**config.mk**
```make
export PLATFORM = sky130hd
export DESIGN_NAME = instr_encoder
export DESIGN_NICKNAME = d
export VERILOG_FILES = /design/src/rtl/instr_encoder.sv
export SDC_FILE = /design/constraint.sdc
export NUM_CORES = 1
export LEC_CHECK = 0
export BUFFER_PORTS_ARGS = -buffer_cell sky130_fd_sc_hd__buf_2
export CAP_MARGIN = 20
export CELL_PAD_IN_SITES_DETAIL_PLACEMENT = 1
export CELL_PAD_IN_SITES_GLOBAL_PLACEMENT = 2
export CORE_MARGIN = 3
export CORE_UTILIZATION = 29
export CTS_CLUSTER_DIAMETER = 60
export CTS_CLUSTER_SIZE = 40
export DETAILED_ROUTE_END_ITERATION = 8
export PLACE_DENSITY_LB_ADDON = 0.08
export SLEW_MARGIN = 20
export SYNTH_ARGS = -nofsm -noshare
export SYNTH_HDL_FRONTEND = slang
export SYNTH_SLANG_ARGS = --single-unit
```
**constraint.sdc**
```tcl
create_clock -name clk -period 3.2 [get_ports clk]
set_input_delay 0.16 -clock clk [delete_from_list [all_inputs] [get_ports clk]]
set_output_delay 0.16 -clock clk [all_outputs]
set_load 0.1 [all_outputs]
```
**src/rtl/instr_encoder.sv**
```systemverilog
// rtl/instr_encoder.sv - streaming RV32I descriptor-to-word encoder feeding instruction memory
module instr_encoder #(
    parameter int ADDR_W = 8,
    parameter int DEPTH  = 256
) (
    input  logic              clk,
    input  logic              rst_n,
    input  logic              start,
    input  logic              finish,
    input  logic [ADDR_W-1:0] base_addr,
    input  logic              in_valid,
    output logic              in_ready,
    input  logic [2:0]        fmt,
    input  logic [6:0]        opcode,
    input  logic [4:0]        rd,
    input  logic [4:0]        rs1,
    input  logic [4:0]        rs2,
    input  logic [2:0]        func3,
    input  logic [6:0]        func7,
    input  logic [31:0]       imm,
    output logic              mem_we,
    output logic [ADDR_W-1:0] mem_addr,
    output logic [31:0]       mem_wdata,
    output logic [ADDR_W:0]   count,
    output logic              full,
    output logic              err
);

    typedef enum logic [1:0] {IDLE, ACTIVE, FULL} state_t;

    state_t              state_q;
    logic [ADDR_W-1:0]   ptr_q, ptr_d;
    logic [ADDR_W:0]     count_q, count_d;
    logic                mem_we_q, err_q;
    logic [ADDR_W-1:0]   mem_addr_q;
    logic [31:0]         mem_wdata_q;
    logic [31:0]         enc_word;
    logic                fmt_legal;
    logic                beat;

    // B/J immediates arrive as byte offsets; bit 0 is implied zero and dropped.
    always_comb begin
        enc_word  = '0;
        fmt_legal = 1'b1;
        case (fmt)
            3'b000: enc_word = {imm[11:0], rs1, func3, rd, opcode};
            3'b001: enc_word = {imm[11:5], rs2, rs1, func3, imm[4:0], opcode};
            3'b010: enc_word = {imm[12], imm[10:5], rs2, rs1, func3, imm[4:1], imm[11], opcode};
            3'b011: enc_word = {imm[31:12], rd, opcode};
            3'b100: enc_word = {imm[20], imm[10:1], imm[11], imm[19:12], rd, opcode};
            3'b101: enc_word = {func7, rs2, rs1, func3, rd, opcode};
            default: fmt_legal = 1'b0;
        endcase
    end

    assign in_ready = (state_q == ACTIVE) && !start && !finish;
    assign beat     = in_valid && in_ready;
    assign ptr_d    = ptr_q + ADDR_W'(1);
    assign count_d  = count_q + (ADDR_W+1)'(1);

    always_ff @(posedge clk or negedge rst_n) begin
        if (!rst_n) begin
            state_q     <= IDLE;
            ptr_q       <= '0;
            count_q     <= '0;
            mem_we_q    <= 1'b0;
            mem_addr_q  <= '0;
            mem_wdata_q <= '0;
            err_q       <= 1'b0;
        end else begin
            mem_we_q <= 1'b0;
            err_q    <= 1'b0;
            if (start) begin
                state_q <= ACTIVE;
                ptr_q   <= base_addr;
                count_q <= '0;
            end else if (finish) begin
                state_q <= IDLE;
            end else if (beat) begin
                if (fmt_legal) begin
                    mem_we_q    <= 1'b1;
                    mem_addr_q  <= ptr_q;
                    mem_wdata_q <= enc_word;
                    ptr_q       <= ptr_d;
                    count_q     <= count_d;
                    if (count_d == (ADDR_W+1)'(DEPTH))
                        state_q <= FULL;
                end else begin
                    err_q <= 1'b1;
                end
            end
        end
    end

    assign mem_we    = mem_we_q;
    assign mem_addr  = mem_addr_q;
    assign mem_wdata = mem_wdata_q;
    assign count     = count_q;
    assign full      = (state_q == FULL);
    assign err       = err_q;

endmodule

```
## Word level (Yosys, flattened, before mapping)

Cells that the tools add are included.

| word-level totals | value |
|---|---|
| register bits after elaboration | 61 |
| input port bits | 80 |
| logic and storage cells | 58 |

| cells by class | value |
|---|---|
| add/subtract/negate cells | 2 |
| equality and inequality tests | 9 |
| multiplexer cells | 23 |
| bitwise operators | 2 |
| reductions and logical operators | 15 |

Operators by type and width:

| cell | count |
|---|---|
| $pmux 32 s6 | 1 |
| $mux 9 | 4 |
| $mux 8 | 4 |
| $mux 2 | 5 |
| $add 9x1->9 const B | 1 |
| $eq 9x9->1 const B | 1 |
| $mux 1 | 9 |
| $reduce_bool 3->1 | 3 |
| $add 8x1->8 const B | 1 |
| $eq 3x2->1 const B | 2 |
| $eq 3x3->1 const B | 2 |
| $reduce_and 3->1 | 2 |
| $reduce_or 6->1 | 1 |
| $reduce_and 4->1 | 1 |
| $reduce_bool 2->1 | 2 |
| $eq 3x1->1 const B | 1 |
| $logic_and 1x1->1 | 3 |
| $logic_not 3->1 | 1 |
| $eq 2x1->1 const B | 1 |
| $eq 2x2->1 const B | 1 |
| $logic_not 1->1 | 2 |
| $ne 2x2->1 const B | 1 |
| $not 1->1 | 2 |

## Longest topological paths before layout

| logic depth | value |
|---|---|
| depth after elaboration | 7 |
| mapped depth | 8 |

## Worst setup path after synthesis

No wires, ideal clock.

| timing | value |
|---|---|
| kind | register to register |
| start point | reg state_q[1] |
| end point | reg count_q[4] (netlist: count[4]) |
| arrival time | 2,508 ps |
| required time | 3,078 ps |
| slack | 570 ps |
| stages on the path, launching flop included | 5 |
| period minus slack after synthesis | 2,630 ps |
| cell sequence | dfrtp_1 nor4b_4 a21oi_1 a21o_1 a22o_1 |

| on the way | value |
|---|---|
| longest elaborated chain between the ends | 6 |

RTL lines:

| item | line | source |
|---|---|---|
| from (decl) | 31 | `state_t state_q;` |
| from (signal assigned) | 63 | `state_q <= IDLE;` |
| from (signal assigned) | 74 | `state_q <= ACTIVE;` |
| from (signal assigned) | 78 | `state_q <= IDLE;` |
| $eq 2x1->1 | 56 | `assign in_ready = (state_q == ACTIVE) && !start && !finish;` |
| $logic_and 1x1->1 (2 in a row) | 56 |  |
| net in_ready | 12 | `output logic in_ready,` |
| $logic_and 1x1->1 | 57 | `assign beat = in_valid && in_ready;` |
| $reduce_bool 2->1 (no source line) | -- |  |
| $reduce_and 3->1 (no source line) | -- |  |
| to (signal assigned) | 85 | `count_q <= count_d;` |
| to (decl) | 33 | `logic [ADDR_W:0] count_q, count_d;` |

The timed path passes the listed nets, and every way through them passes these cells.
A chain may end at the register's enable or synchronous reset.

## Worst setup path after layout

| timing | value |
|---|---|
| start point | reg state_q[1] |
| end point | reg mem_wdata_q[17] (netlist: mem_wdata[17]) |

| on the way | value |
|---|---|
| longest elaborated chain between the ends | 5 |

RTL lines:

| item | line | source |
|---|---|---|
| $eq 2x1->1 | 56 |  |
| $logic_and 1x1->1 (2 in a row) | 56 |  |
| $logic_and 1x1->1 | 57 |  |
| $reduce_and 4->1 (no source line) | -- |  |
| to (signal assigned) | 83 | `mem_wdata_q <= enc_word;` |
| to (decl) | 36 | `logic [31:0] mem_wdata_q;` |

Every way passes these cells.

==> results.json <==
{
  "required_ps": 3460,
  "drc": 0,
  "p_leak_nw": 2.07,
  "cp-end-kind": "flop",
  "min_period_over_period": 0.667,
  "synth_cell_type_count": 47,
  "vdd_ir_drop_max_uv": 311,
  "fin_skew_ps": 6.28,
  "grt_use_met1": 0.217,
  "ys_seq_area_frac": 0.482,
  "hold_path_class": "input pin to flop",
  "diodes": 0,
  "maxSlewViolCount": 0,
  "initialDrtViolationCount": 150,
  "cts_root_buf": "clkbuf_8",
  "ys_top_cells_by_area": "dfrtp_1 (48%), nand2_1 (8.2%), o21ai_0 (4.3%)",
  "nNetsFinal": 560,
  "vias": 3074,
  "ant_nets": 0,
  "syn_area_um2": 3170,
  "critPathTopFamily": "buffers and inverters",
  "slew_headroom": 0.512,
  "worstPathCellList": "nor4b_4, nand2_2, inv_2, buf_4, nor2_1, nor2_1",
  "area_delta_synth_final_pct": 32.1,
  "grt_max_degree": 48,
  "cts_setup_buffers": 0,
  "cts-resized-gates": 0,
  "slowest_stage": "inv_2",
  "syn_inst": 345,
  "die-width_um": 111,
  "yosysTopAreaCellShare": 0.482,
  "synth_top_family_by_area": "simple AND/OR/NAND/NOR gates",
  "crit_top_cell": "nor2_1",
  "avgSynthCellArea_um2": 9.18,
  "ys.flop_type": "dfrtp_1",
  "port_buffers": 132,
  "clkTransAtPathRegs_ps": 70,
  "first_pass_iters": 4,
  "crit_path_start_kind": "flop",
  "yosys_register_bits": 61,
  "numCtsBuffers": 9,
  "final_hold_viol_count": 0,
  "slowest_delay_ps": 560,
  "clk_latency_ps": 330,
  "critPathBufInv": 2,
  "grt_usage": 0.171,
  "clk_path_buf_depth": 2,
  "hpwlAfterDp_mm": 7.50,
  "start_util": 0.303,
  "synth_compound_area_frac": 0.183,
  "worst_pin_slew_ps": 731,
  "async_flop_share": 1.00,
  "grt_pass1_vias": 3324,
  "top_usage_layer": "met2",
  "worstSetupPathType": "flop to flop",
  "synth_largest_area_cell": "dfrtp_1",
  "ioPinCount": 133,
  "setup-tns-final_ps": 0,
  "die_y_um": 111,
  "clock.fmax_mhz": 468,
  "synth_mux_area_frac": 0.0450,
  "wl_mm": 10.4,
  "drive_above_1_share": 0.321,
  "period_needed_ps": 2140,
  "utilization": 0.400,
  "wl_per_cell_um": 16.9,
  "yosysWarnings": 0,
  "run_status": "finished clean",
  "cts_hold_buf": 7,
  "grtUsageMet2": 0.286,
  "die_area_um2": 12200,
  "synth-xor-area-share": 0.0249,
  "synth_nets": 428,
  "tritoncts": "yes",
  "synth_fa_ha_area_frac": 0.0118,
  "powerDensity_nw_per_um2": 716,
  "fp.coreArea_um2": 10500,
  "crit_arrival_ps": 2390,
  "rows": 37,
  "place.gp.congestion": 0.744,
  "viasPerCell": 4.99,
  "rsz0062_at_grt": "no",
  "yosys.area_share.simple": 0.218,
  "max_cap_violations": 0,
  "worstPathMaxFanout": 41,
  "synth-edff-count": 0,
  "use_met3": 0.0532,
  "cts_sinks": 61,
  "cts_htree_levels": 3,
  "grt_pass1_wl_mm": 17.2,
  "grt_overflow": 0,
  "antenna_found_initial": 1,
  "setup_viol": 0
}
-- cells in the mapped netlist, types with 4 or more instances --
cell type  number
xor2_1          5
nand2_1        69
o221ai_1       11
o21ai_0        27
clkbuf_1       12
inv_1           5
nand4_1         4
a221oi_1       13
nor2_1         33
nor2b_1        11
buf_2           6
mux2i_1        12
a21oi_1         7
dfrtp_1        61
nand3_1         8
xnor2_1         4
o21a_1          5
-- power by group --
part           switching [mW]  internal, mW  leakage [nW]  total (mW)
Clock                   0.301         0.372        0.0923       0.673
Combinational            1.13         0.217          1.22        1.35
Sequential             0.0749         0.902         0.758       0.977
-- per-layer routing --
layer | part of all wire | routed length [µm]
met5 | 0.00067 | 7
met4 | 0.0089 | 93
met3 | 0.055 | 572
met2 | 0.48 | 5010
met1 | 0.45 | 4730
-- layout by cell type, fill, tap and decap left out, types with 2 or more instances in the layout --
| cell type | instances |
|---|---|
| nor3_1 | 3 |
| nand2b_1 | 2 |
| a21oi_1 | 7 |
| nand2_1 | 68 |
| o21a_1 | 5 |
| dfrtp_1 | 61 |
| a21boi_0 | 2 |
| dlygate4sd3_1 | 7 |
| o221ai_1 | 11 |
| xnor2_1 | 4 |
| a22oi_1 | 2 |
| and3_1 | 3 |
| clkbuf_8 | 10 |
| mux2i_1 | 12 |
| nor2b_1 | 11 |
| nor2_1 | 33 |
| or3_1 | 3 |
| a221oi_1 | 13 |
| nand3_1 | 8 |
| nand4_1 | 4 |
| a21o_1 | 3 |
| a22o_1 | 3 |
| nand3b_1 | 3 |
| buf_2 | 132 |
| inv_1 | 5 |
| buf_4 | 3 |
| ha_1 | 3 |
| and2_1 | 2 |
| a31oi_1 | 3 |
| xor2_1 | 5 |
| clkbuf_1 | 2 |
| mux2_2 | 2 |
| o21ai_0 | 27 |
-- tightest hold or removal path: cells and delay by family --
| family | cells | cell delay, ps |
|---|---|---|
| buffers and inverters | 1 | 70 |
| and+or+nand+nor | 2 | 90 |
-- final cells by class --
cell class | count | area, µm²
well taps | 136 | 170
fillers | 1305 | 6280
multi-input cells | 257 | 1530
repair buffers | 142 | 753
clock inverters | 2 | 35.0
clock buffers | 12 | 145
flip-flops and latches | 61 | 1530
inverters | 6 | 22.5
-- registers in the layout (all words and copies together) (netlist names) --
name / cells
mem_we: 1
count: 9
state_q: 2
ptr_q: 8
err: 1
mem_addr: 8
mem_wdata: 32
-- worst paths after layout --
check                                         from                   endpoint  slack [ps]  cells past startpoint
setup reg to reg            state_q[1]$_DFFE_PN0P_  mem_wdata[17]$_DFFE_PN0P_        1060                      6
min in group asynchronous                    rst_n  mem_wdata[15]$_DFFE_PN0P_         340                      2
hold reg to reg            mem_addr[7]$_DFFE_PN0P_    mem_addr[7]$_DFFE_PN0P_         470                      2
hold / removal                           opcode[0]   mem_wdata[0]$_DFFE_PN0P_          20                      3
setup / recovery            state_q[1]$_DFFE_PN0P_  mem_wdata[17]$_DFFE_PN0P_        1060                      6
max in group asynchronous                    rst_n  mem_wdata[26]$_DFFE_PN0P_        1930                      3
-- metrics by stage --
stage	instance area, µm²	power [mW]	std cells	hold slack (ps)	setup slack (ps)
after global placement	3930	2.33	595	182	1100
after global routing	4180	3.14	616	29.0	837
final	4180	3.00	616	21.3	1060
after CTS	4180	3.05	616	1.30	1030
after floorplan	3170	2.07	345	-136	570
after detailed placement	3930	2.34	595	176	986
-- cells by family (layout without fill, tap and decap cells) --
family / count (synthesis) / after routing
buffers and inverters: 27 / 162
AOI/OAI and AO/OA: 84 / 84
DFF: 61 / 61
adders and majority gates: 3 / 3
xor gates and xnor gates: 9 / 9
muxes: 14 / 14
and+or+nand+nor: 147 / 147
Power figures use the tool's default switching activity.
